File: src/rtl/instr_fetch_unit.sv
// Instruction fetch stage: holds the PC, issues in-order word reads to instruction memory,
// buffers returned words with their PC and hands them to decode; redirect flushes everything.
module instr_fetch_unit #(
    parameter logic [31:0] RESET_PC   = 32'h0000_0000,
    parameter int          FIFO_DEPTH = 2
) (
    input  logic        clk,
    input  logic        rst,
    output logic        imem_req_valid,
    input  logic        imem_req_ready,
    output logic [31:0] imem_req_addr,
    input  logic        imem_resp_valid,
    input  logic [31:0] imem_resp_data,
    input  logic        redirect_valid,
    input  logic [31:0] redirect_pc,
    output logic        instr_valid,
    input  logic        instr_ready,
    output logic [31:0] instruction,
    output logic [31:0] instr_pc
);

    localparam int AW = $clog2(FIFO_DEPTH);
    localparam int CW = AW + 1;
    localparam logic [CW:0] DEPTH_C = FIFO_DEPTH[CW:0];
    localparam logic [31:0] START_PC = {RESET_PC[31:2], 2'b00};

    logic [31:0]   pc;
    logic [31:0]   resp_pc;
    logic [CW-1:0] outstanding;
    logic [CW-1:0] drop;
    logic [CW-1:0] count;
    logic [AW-1:0] rd_ptr;
    logic [AW-1:0] wr_ptr;
    logic [31:0]   buf_data [FIFO_DEPTH];
    logic [31:0]   buf_pc   [FIFO_DEPTH];

    logic          req_fire;
    logic          resp_fire;
    logic          push;
    logic          pop;
    logic [CW:0]   credit_used;
    logic [31:0]   target_pc;

    // Credit counts every fetch already in flight or buffered, so a push can never overflow.
    assign credit_used    = {1'b0, count} + {1'b0, outstanding};
    assign imem_req_valid = !rst && !redirect_valid && (credit_used < DEPTH_C);
    assign imem_req_addr  = pc;
    assign target_pc      = {redirect_pc[31:2], 2'b00};

    assign req_fire  = imem_req_valid && imem_req_ready;
    assign resp_fire = imem_resp_valid && (outstanding != '0);
    assign push      = resp_fire && (drop == '0) && !redirect_valid;
    assign pop       = instr_valid && instr_ready;

    assign instr_valid = (count != '0);
    assign instruction = instr_valid ? buf_data[rd_ptr] : 32'h0;
    assign instr_pc    = instr_valid ? buf_pc[rd_ptr]   : 32'h0;

    always_ff @(posedge clk or posedge rst) begin
        if (rst) begin
            pc          <= START_PC;
            resp_pc     <= START_PC;
            outstanding <= '0;
            drop        <= '0;
            count       <= '0;
            rd_ptr      <= '0;
            wr_ptr      <= '0;
        end else begin
            outstanding <= outstanding + CW'(req_fire) - CW'(resp_fire);
            if (redirect_valid) begin
                // Everything still in flight after this cycle belongs to the old path.
                pc      <= target_pc;
                resp_pc <= target_pc;
                drop    <= outstanding - CW'(resp_fire);
                count   <= '0;
                rd_ptr  <= '0;
                wr_ptr  <= '0;
            end else begin
                if (req_fire) begin
                    pc <= pc + 32'd4;
                end
                if (resp_fire && (drop != '0)) begin
                    drop <= drop - 1'b1;
                end
                if (push) begin
                    resp_pc <= resp_pc + 32'd4;
                    wr_ptr  <= wr_ptr + 1'b1;
                end
                if (pop) begin
                    rd_ptr <= rd_ptr + 1'b1;
                end
                count <= count + CW'(push) - CW'(pop);
            end
        end
    end

    always_ff @(posedge clk) begin
        if (push) begin
            buf_data[wr_ptr] <= imem_resp_data;
            buf_pc[wr_ptr]   <= resp_pc;
        end
    end

endmodule

File: config.mk
export PLATFORM = sky130hd
export DESIGN_NAME = instr_fetch_unit
export DESIGN_NICKNAME = d
export VERILOG_FILES = /design/src/rtl/instr_fetch_unit.sv
export SDC_FILE = /design/constraint.sdc
export NUM_CORES = 1
export LEC_CHECK = 0
export CORE_MARGIN = 2
export CORE_UTILIZATION = 45
export CTS_CLUSTER_SIZE = 12
export DETAILED_ROUTE_END_ITERATION = 6
export HOLD_SLACK_MARGIN = 0.06
export PLACE_DENSITY = 0.78
export SYNTH_ARGS = -nofsm -noshare
export SYNTH_HDL_FRONTEND = slang
export SYNTH_SLANG_ARGS = --single-unit
File: constraint.sdc
create_clock -name clk -period 5.55 [get_ports clk]
set_input_delay 1.11 -clock clk [delete_from_list [all_inputs] [get_ports clk]]
set_output_delay 1.11 -clock clk [all_outputs]
set_load 0.03 [all_outputs]
Yosys cells after proc, flatten, opt, wreduce, memory -nomap -nowiden
Memories as Yosys holds them, arrays and structs flattened.
Cells that the tools add are included.

word-level totals
  register bits after elaboration = 72
  bits in writable memories = 128
  bits of input ports = 70
  logic and storage cells = 54
  memories = 2

cells by class
  add/subtract/negate cells = 11
  $lt $le $gt $ge = 1
  mux-type cells = 15
  reductions and logical operators = 18

memory list
  name      words  bits a word  read ports  clocked after Yosys merged registers in  write ports  line  text
  buf_data  2      32           1           0                                        1            34    logic [31:0] buf_data [FIFO_DEPTH];
  buf_pc    2      32           1           0                                        1            35    logic [31:0] buf_pc [FIFO_DEPTH];

operators by type and width
  kind                                                         count
  two-way mux 32 bit                                           6
  adder 32 x 3 -> 32 bit (second input constant)               2
  nonzero test 2 bit                                           7
  logical AND 1 bit                                            8
  two-way mux 1 bit                                            6
  two-way mux 2 bit                                            3
  subtractor 2 x 1 -> 2 bit                                    3
  adder 2 x 1 -> 2 bit                                         2
  adder 2 x 2 -> 3 bit                                         1
  less-than comparator 3 x 2 -> 1 bit (second input constant)  1
  adder 1 bit (second input constant)                          2
  logical NOT 1 bit                                            2
  logical NOT 2 bit                                            1
  subtractor 2 x 1 -> 2 bit (second input constant)            1

Logic depth before layout (Yosys ltp)
  word-level depth = 7
  mapped depth = 10

Worst setup path before layout
OpenSTA, ideal clock, no wires.

  path kind = input to register
  start point = input redirect_valid
  end point = memory buf_data[0][0], enable pin
  data arrival time = 4.284 ns
  path slack = 0.784 ns
  cell stages on the path = 4
  buffers on the path = 1
  path through = inv_2 > clkbuf_1 > nand3_1 > nor2_1

on the way
  word-level cells in the longest chain between the ends = 4

ends and longest elaborated chain
  element                                  line  text
  start, declared                          14    input logic redirect_valid,
  logical NOT 1 bit                        52    assign push = resp_fire && (drop == '0) && !redirect_valid;
  logical AND 1 bit                        52
  two-way mux 1 bit                        98    if (push) begin
  two-way mux 1 bit (not written as such)  99    buf_data[wr_ptr] <= imem_resp_data;
  end, declared                            34

No other way between the ends.

Worst setup path after layout
  start point = register rd_ptr
  end point = output instr_pc[5]

on the way
  word-level cells in the longest chain between the ends = 2

ends and longest elaborated chain
  element                   line  text
  start, declared           32    logic [AW-1:0] rd_ptr;
  start signal, assigned    90    rd_ptr <= rd_ptr + 1'b1;
  memory read (2 x 32 bit)  -
  two-way mux 32 bit        57    assign instr_pc = instr_valid ? buf_pc[rd_ptr] : 32'h0;
  end, declared             19    output logic [31:0] instr_pc

No other way between the ends.

==> impl_metrics.toml <==
[status]
outcome = "complete, no violations"

[critical_path]
critical_path_class = "reg2out"
cp.required_ps = 4440
critical_path_peak_fanout = 63
cp-end-kind = "output pin"
cp.arrival_ps = 2660
start_kind = "register"
reg2reg_setup_slack_ps = 2230

[grt]
first_global_vias = 5885
grt_max_degree = 81
antenna_found_initial = 0
grt_pass1_wl_mm = 30.7
track_usage = 0.193
overflow = 0

[route]
wl_mm = 19.5
antenna_left = 0
via_count = 6126
drtIter0Drc = 401
routed_via_density = 5.47
drc = 0
firstDrtPassIters = 5
routedWlPerCell_um = 17.4

[place]
port_buffers = 161
dp_hpwl_mm = 13.3
gp_congestion = 0.870
post-place-ws_ps = 1770

[timing]
maxSlewViolCount = 0
period_minus_slack_ps = 3770
rsz0062_at_grt = "no"
fmax_mhz = 265
whs_ps = 514
setup_tns_ps = 0
worst_slew_pin_slew_ps = 1150
skew_ps = 11.7
setup_viol = 0
finalWorstSetupSlack_ps = 1780
period_share = 0.680
hold_viol_final = 0
slew-limit-headroom = 0.230

[cts]
clkLatencyLatePin_ps = 430
root_buffer = "clkbuf_16"
cts_sinks = 192
cts_hold_buffers = 0
clk_path_buf_depth = 2
tritoncts.num_buffers = 17
cts_setup_buffers = 0
cts_max_level = 4
cts_resized = 0
clk_pin_slew_ps = 60
cts_tree = "done"

[run]
maxCapViolCount = 0

[die]
io_pins = 168
die_y_um = 143
die_area_um2 = 20400
initial_core_util = 0.462
core_um2 = 18800
row_count = 50
fp.dieW_um = 143

[yosys]
synth-seq-area-share = 0.624
yosys_warnings = 0
synth_cell_types = 51
synth_edf_count = 124
async_reset_ff_frac = 0.354
synth_flop_cell = "edfxtp_1"
synth-seq-cells = 192
syn_area_per_cell_um2 = 12.5
mappedNetlistArea_um2 = 8690
syn_inst = 696

[pwr]
p_leak_nw = 3.79
power_mw = 4.54
peakVddDrop_mv = 0.219
power_density_nw_per_um2 = 408

[min_path]
min_path_type = "reg2reg"

[layout]
fin_util = 0.591
syn_to_final_growth_pct = 28.1
antenna_cells = 0
final_layout_size_suffix_gt1_frac = 0.0779
final_nets = 926
mostFrequentLayoutCell = "clkdlybuf4s50_1"
most-common-layout-cells = "161 x clkdlybuf4s50_1, 124 x edfxtp_1, 98 x nor2_1, 67 x dfrtp_1, 66 x mux2i_1"
## power by group
| group | internal (mW) | leakage (nW) | switching, mW |
|---|---|---|---|
| clock | 0.661 | 0.281 | 0.527 |
| sequential | 1.67 | 1.90 | 0.184 |
| combinational | 0.633 | 1.61 | 0.866 |
| total | 2.96 | 3.79 | 1.58 |
## area by class of cell
cell class,count,area [um^2]
sequential,192,5430
clock buffer,21,472
inverter,16,60.1
tap,260,325
fill,1514,7690
timing repair buffer,170,1680
clock inverter,11,100
multi-input combinational,450,3070
## critical path, stage by stage, from the launching register on
cell and delay [ps]:
dfrtp_4 1140, mux2i_1 260, nor2_1 150, clkdlybuf4s50_1 680
## metal layers
metal,vias up,GRT usage,share of wire
met5,-,0,0
met4,0,0.0610,0.012
met3,22,0.0436,0.071
met2,240,0.298,0.46
met1,2955,0.274,0.46
li1,2909,-,-
## flip-flops by register name, summed over array words and instances (netlist names)
register and count:
resp_pc 30, wr_ptr 1, buf_pc 60, count 2, imem_req_addr 30, rd_ptr 1, drop 2, buf_data 64
outstanding 2
## per-stage QoR
step | area, um^2 | std cells
after floorplan | 8700 | 699
after global placement | 10600 | 1088
after detailed placement | 10600 | 1088
after CTS | 11100 | 1120
after global routing | 11100 | 1120
final | 11100 | 1120
## cells in the mapped netlist, drive strengths merged (2+ instances only)
cell | n | area [um^2]
a31oi | 23 | 144
nor4 | 11 | 68.8
o21ai | 12 | 60.1
a21oi | 9 | 45.0
dfrtp | 68 | 1700
or3 | 11 | 68.8
or4 | 17 | 128
nor2 | 101 | 379
buf | 12 | 65.1
ha | 8 | 100
inv | 16 | 60.1
o31ai | 13 | 97.6
xor2 | 9 | 78.8
mux2 | 16 | 180
nand2b | 3 | 18.8
a211oi | 8 | 60.1
nor3b | 2 | 15.0
clkbuf | 29 | 109
xnor2 | 19 | 166
or4b | 2 | 20.0
and3 | 6 | 37.5
mux2i | 66 | 661
and2 | 6 | 37.5
nor2b | 2 | 12.5
nor4b | 2 | 32.5
edfxtp | 124 | 3720
and4 | 8 | 70.1
o41ai | 3 | 26.3
o21a | 2 | 15.0
nand4 | 23 | 144
nand2 | 21 | 78.8
nor3 | 13 | 65.1
nand3 | 19 | 95.1
## kinds of logic after synthesis
kind of cell	Yosys count	share of synthesized area
AOI/OAI and AO/OA	78	0.0613
xor gates and xnor gates	28	0.0282
adders and majority gates	9	0.0138
buffers and inverters	57	0.0269
DFF	192	0.624
muxes	82	0.0967
other	1	0.000431
and+or+nand+nor	249	0.148
## worst paths after layout
check                          startpoint           endpoint  cells after the start
setup / recovery                   rd_ptr        instr_pc[5]                      3
hold / removal                resp_pc[31]      buf_pc[0][31]                      0
setup reg to reg           outstanding[0]  imem_req_addr[29]                      6
hold reg to reg               resp_pc[31]      buf_pc[0][31]                      0
max in group asynchronous             rst        resp_pc[25]                      3
min in group asynchronous             rst         resp_pc[2]                      2
No activity file was read; power rests on OpenSTA's default activity.
